$ cat config.mk
export PLATFORM = sky130hd
export DESIGN_NAME = pc_sequencer
export DESIGN_NICKNAME = d
export VERILOG_FILES = /design/src/rtl/pc_sequencer.sv
export SDC_FILE = /design/constraint.sdc
export NUM_CORES = 1
export LEC_CHECK = 0
export BUFFER_PORTS_ARGS = -buffer_cell sky130_fd_sc_hd__buf_2
export CAP_MARGIN = 10
export CORE_MARGIN = 10
export CORE_UTILIZATION = 40
export CTS_BUF_LIST = sky130_fd_sc_hd__clkbuf_2 sky130_fd_sc_hd__clkbuf_4 sky130_fd_sc_hd__clkbuf_8
export DETAILED_ROUTE_END_ITERATION = 16
export GPL_ROUTABILITY_DRIVEN = 0
export PLACE_DENSITY_LB_ADDON = 0.2
export SLEW_MARGIN = 20
export SYNTH_ARGS = -nofsm -noshare
export SYNTH_HDL_FRONTEND = slang
export SYNTH_SLANG_ARGS = --single-unit
$ cat constraint.sdc
create_clock -name clk -period 2.6 [get_ports clk]
set_input_delay 0.26 -clock clk [delete_from_list [all_inputs] [get_ports clk]]
set_output_delay 0.26 -clock clk [all_outputs]
set_load 0.1 [all_outputs]
$ cat src/rtl/pc_sequencer.sv
// Program counter with increment, signed relative branch, absolute jump and call/return.
// Define PC_RAS_EN to build the return-address stack; otherwise CALL acts as JMP and RET as INC.
module pc_sequencer #(
  parameter int              PC_W      = 8,
  parameter logic [PC_W-1:0] RESET_VEC = '0,
  parameter int              RAS_DEPTH = 4
) (
  input  logic                               clk,
  input  logic                               rst,
  input  logic                               en,
  input  logic [2:0]                         op,
  input  logic                               cond,
  input  logic [PC_W-1:0]                    offset,
  input  logic [PC_W-1:0]                    target,
  input  logic                               clr_flags,
  output logic [PC_W-1:0]                    pc,
  output logic [$clog2(RAS_DEPTH+1)-1:0]     ras_cnt,
  output logic                               ras_ovf,
  output logic                               ras_unf
);

  localparam int CNT_W = $clog2(RAS_DEPTH + 1);

  typedef enum logic [2:0] {
    OP_INC  = 3'b000,
    OP_BR   = 3'b001,
    OP_JMP  = 3'b010,
    OP_CALL = 3'b011,
    OP_RET  = 3'b100
  } op_e;

  logic [PC_W-1:0] r_pc;
  logic [PC_W-1:0] w_seq;
  logic [PC_W-1:0] w_pc_nxt;
  logic [PC_W-1:0] w_ras_top;
  logic            w_ras_empty;

  assign w_seq = r_pc + PC_W'(1);

  // Adding the offset at full width wraps modulo 2^PC_W, which equals sign extension.
  always_comb begin
    w_pc_nxt = w_seq;
    case (op)
      OP_BR:           if (cond) w_pc_nxt = w_seq + offset;
      OP_JMP, OP_CALL: w_pc_nxt = target;
      OP_RET:          if (!w_ras_empty) w_pc_nxt = w_ras_top;
      default:         w_pc_nxt = w_seq;
    endcase
  end

  always_ff @(posedge clk or posedge rst) begin
    if (rst)     r_pc <= RESET_VEC;
    else if (en) r_pc <= w_pc_nxt;
  end

  assign pc = r_pc;

`ifdef PC_RAS_EN
  localparam int IDX_W = (RAS_DEPTH > 1) ? $clog2(RAS_DEPTH) : 1;

  logic [PC_W-1:0]  r_ras [RAS_DEPTH];
  logic [CNT_W-1:0] r_cnt;
  logic             r_ovf;
  logic             r_unf;
  logic             w_full;
  logic             w_push;
  logic             w_pop;
  logic [IDX_W-1:0] w_push_idx;
  logic [IDX_W-1:0] w_top_idx;

  assign w_ras_empty = (r_cnt == '0);
  assign w_full      = (r_cnt == CNT_W'(RAS_DEPTH));
  assign w_push      = en && (op == OP_CALL) && !w_full;
  assign w_pop       = en && (op == OP_RET) && !w_ras_empty;
  assign w_push_idx  = IDX_W'(r_cnt);
  assign w_top_idx   = IDX_W'(r_cnt - CNT_W'(1));
  assign w_ras_top   = r_ras[w_top_idx];

  // Stack contents need no reset: ras_cnt alone defines which entries are valid.
  always_ff @(posedge clk) begin
    if (w_push) r_ras[w_push_idx] <= w_seq;
  end

  // A fault raised on the same edge as clr_flags overrides the clear.
  always_ff @(posedge clk or posedge rst) begin
    if (rst) begin
      r_cnt <= '0;
      r_ovf <= 1'b0;
      r_unf <= 1'b0;
    end else begin
      if (clr_flags) begin
        r_ovf <= 1'b0;
        r_unf <= 1'b0;
      end
      if (en && (op == OP_CALL) && w_full)       r_ovf <= 1'b1;
      if (en && (op == OP_RET) && w_ras_empty)   r_unf <= 1'b1;
      if (w_push)                                r_cnt <= r_cnt + CNT_W'(1);
      else if (w_pop)                            r_cnt <= r_cnt - CNT_W'(1);
    end
  end

  assign ras_cnt = r_cnt;
  assign ras_ovf = r_ovf;
  assign ras_unf = r_unf;
`else
  logic w_unused;

  assign w_ras_empty = 1'b1;
  assign w_ras_top   = '0;
  assign ras_cnt     = '0;
  assign ras_ovf     = 1'b0;
  assign ras_unf     = 1'b0;
  assign w_unused    = clr_flags;
`endif

endmodule

### Word-level counts from Yosys, hierarchy flattened

Cells that the tools add are included.

* logic and storage cells: 9
* register bits after elaboration: 8
* bits of input ports: 24

* equality and inequality tests: 3
* mux-type cells: 2
* add/subtract/negate cells: 2
* reduce and logical (&&, ||, !) cells: 1

Operator list (count)
* $pmux W8 S2: 1
* $add A8 B1 Y8 const B: 1
* $add A8 B8 Y8: 1
* $mux W8: 1
* $eq A3 B2 Y1 const B: 2
* $eq A3 B1 Y1 const B: 1
* $reduce_or A2 Y1: 1

### Depth between registers and ports, before layout

* depth in word-level cells: 4
* mapped depth: 10
* gate-level depth less buffers: 10

### Worst setup path before layout

OpenSTA, ideal clock, no wires.

* kind: flip-flop to flip-flop
* start: register r_pc[0] (netlist: pc[0])
* end: register r_pc[4] (netlist: pc[4])
* library setup time: 0.137 ns
* data required time: 2.463 ns
* arrival: 2.637 ns
* cell stages (with the launch flop): 8
* buffers on the path: 0
* setup slack: -0.174 ns
* cells stage by stage: dfrtp_1 ha_1 fa_1 a21o_1 a21o_1 xor2_1 a222oi_1 a21oi_1

* longest elaborated chain between the ends: 4

Ends and longest elaborated chain
* start, declared: RTL line 32 `logic [PC_W-1:0] r_pc;`
* start signal, assigned: RTL line 53 `else if (en) r_pc <= w_pc_nxt;`
* $add A8 B1 Y8 (*): RTL line 38 `assign w_seq = r_pc + PC_W'(1);`
* $add A8 B8 Y8: RTL line 44 `OP_BR: if (cond) w_pc_nxt = w_seq + offset;`
* $mux W8: RTL line 44
* $pmux W8 S2 (*): RTL line 43 `case (op)`

Every way passes the cells marked *; elsewhere a longest branch is shown, timed or not.
A chain may end at the register's enable or synchronous reset.

### Final worst setup path

Same ends and word-level chain as after synthesis.

==> flow_summary.ini <==
[sta]
final.period_utilization = 0.918
grt_setup_unrepaired = no
layout_min_cycle_time_ns = 2.39
number_of_pins_exceeding_their_max_slew_limit_in_the_final_report = 0
worstMarginPinSlew_ns = 0.556
fin_skew_ns = 0.00745
slew-limit-headroom = 0.629
final_critical_path_setup_slack_ns = 0.214
max_clock_freq_mhz = 419
finalSetupTns_ns = 0
finalHoldViolCount = 0
setup_viol = 0

[synth]
synthesis.yosys.warnings = 0
synth_ff_type = dfrtp_1
synth-seq-area-share = 0.214
distinct_cell_type_count_of_the_synthesized_netlist = 39
ys_async_sr_fraction = 1.00
synth-adder-area-share = 0.142
synth_top_family_by_area = compound AO/OA/AOI/OAI gates
syn_inst = 117
synth.avg_cell_area_um2 = 7.98
synthSimpleGateAreaFrac = 0.196
compound_gate_portion_of_the_synthesized_area = 0.245
synth_xor_area_frac = 0.110
post_synth_instance_area_um2 = 933
yosys_register_bits = 8
synth_enable_flop_cells = 0
yosys-mux-area-fraction = 0.0107

[worst_setup_path]
critical_path.endpoint = pc[4]$_DFFE_PP0P_
crit_path_max_fanout = 6
r2r_slack_ns = 0.21
timing.critical_path.arrival_ns = 2.52
critPathLaunch = pc[0]$_DFFE_PP0P_
cp_data_required_time_ns = 2.73
crit_type = reg2reg
r2r-start = pc[0]$_DFFE_PP0P_
startpoint_type = flip-flop
critPathCaptureType = flip-flop
r2r-end = pc[4]$_DFFE_PP0P_
rr_worst_depth = 8

[clock_network]
ctsHoldBuffers = 1
post_cts.resized_instances = 0
numClockSinks = 8
ctsLongestPathBuffers = 2
clkSlewWorstSetupHoldPaths_ns = 0.06
numCtsBuffers = 3
cell_chosen_for_the_clock_root = clkbuf_4
ctsHtreeMaxLevel = 1
cts_tree = done
post-cts-setup-buffer-count = 0
clock_latency_ns = 0.26

[route]
vias_per_cell = 5.18
total_routed_wirelength_mm = 2.57
post-route-drc-count = 0
via_count = 916
wl_per_cell_um = 14.5
drt_iter0_drc = 63
postRouteAntennaNets = 0
detailedRoute.firstPassIterationCount = 4

[power]
power.switching_mw = 0.618
power.leakage_nw = 0.563
switching_share = 0.575
total_power_mw = 1.08
vdd.ir_drop.worst_v = 0.000441
sequentialPowerShare = 0.192
power_report.internal_total_mw = 0.457
power_per_cell_area_mw_per_mm2 = 949
combinationalPowerShare = 0.698
fraction_of_power_consumed_by_the_clock_network = 0.110

[global_routing]
all_layer_gr_usage = 0.110
grt_first_pass_wirelength_mm = 4.00
number_of_global_route_vias_before_repair = 908
grt_overflow_total = 0
antenna_violations_before_repair = 0
pin_count_of_the_biggest_net_entering_global_routing = 17

[cells_and_area]
layout.cells.most_common_list = buf_2, nor2_1, nand2_1
drive_above_1_share = 0.275
largest_reg_flops = 8
layout.nets = 184
synthesis_to_finish_area_growth_pct = 21.4
final_util = 0.512
commonest_non_fill_non_tap_cell_in_the_layout = buf_2
antenna_cells = 0

[die]
die_width_um = 68.3
rows = 17
design.die.area_mm2 = 0.00467
coreArea_mm2 = 0.00221
boundaryPins = 37
die_height_um = 68.3
effective_utilization_at_floorplan = 0.422

[worst_hold_path]
min_path_type = in2reg

[run_status]
outcome = finished, final reports clean

[place]
dp_wirelength_mm = 2.12
portBuffers = 30
post-place-ws_ns = 0.302

[run]
drv_cap = 0
[area by class of cell]
cell class	count	area, µm²
Fill cell	230	1080
Multi-Input combinational cell	99	676
Sequential cell	8	203
Timing Repair Buffer	32	168
Tap cell	28	35.0
Clock buffer	4	30.0
Inverter	6	22.5
[synthesized netlist by cell type (3+ instances only)]
cell type / number / area share
nor2_1: 14 / 0.056
inv_1: 6 / 0.024
a21oi_1: 10 / 0.054
nand2_1: 14 / 0.056
buf_4: 5 / 0.040
ha_1: 9 / 0.12
a31oi_1: 3 / 0.020
dfrtp_1: 8 / 0.21
nand3_1: 3 / 0.016
xor2_1: 6 / 0.056
xnor2_1: 3 / 0.028
a21o_1: 3 / 0.024
[layer usage]
layer  GRT usage  routed length (µm)
met5           0                   0
met3      0.0245                 229
met4      0.0754                  36
met1       0.140                1180
met2       0.162                1120
[power groups by stage]
stage                     registers (mW)  clock network [mW]  logic [mW]
after global placement             0.206                   0       0.743
after floorplan                    0.432                   0       0.387
after CTS                          0.206               0.121       0.753
final                              0.206               0.118       0.751
after detailed placement           0.208                   0       0.748
after global routing               0.215               0.127       0.814
[worst max-delay path, cell delays in order, from the launching register on]
cell and delay, ns:
dfrtp_2 0.45, ha_1 0.24, xor2_1 0.32, ha_1 0.34
a21o_1 0.17, a21o_1 0.20, xor2_1 0.14, a222oi_1 0.28
a21oi_1 0.11
[logic make-up (layout without fill, tap and decap cells)]
logic type                 count (synthesis)  count (layout)
muxes                                      1               1
other                                      1               5
and+or+nand+nor                           39              39
adders and majority gates                 10              10
DFF                                        8               8
buffers and inverters                     14              42
xor gates and xnor gates                  10              10
AOI/OAI and AO/OA                         34              34
[stage by stage]
stage | cells | hold WS (ns) | instance area, µm²
6_report | 177 | 0.242 | 1130
5_1_grt | 177 | 0.265 | 1130
3_3_place_gp | 172 | 0.226 | 1090
3_5_place_dp | 172 | 0.241 | 1090
4_1_cts | 177 | 0.239 | 1130
2_1_floorplan | 121 | 0.0755 | 951
[how the worst min path moves through the flow]
stage               from           endpoint  slack (ns)  depth (start not counted)
2_1_floorplan        rst  pc[2]$_DFFE_PP0P_        0.08                          1
3_3_place_gp         rst  pc[5]$_DFFE_PP0P_        0.23                          2
3_5_place_dp         rst  pc[7]$_DFFE_PP0P_        0.24                          2
4_1_cts        target[0]  pc[0]$_DFFE_PP0P_        0.24                          3
5_1_grt        target[0]  pc[0]$_DFFE_PP0P_        0.27                          3
6_report       target[0]  pc[0]$_DFFE_PP0P_        0.24                          3
Power figures use the tool's default switching activity.
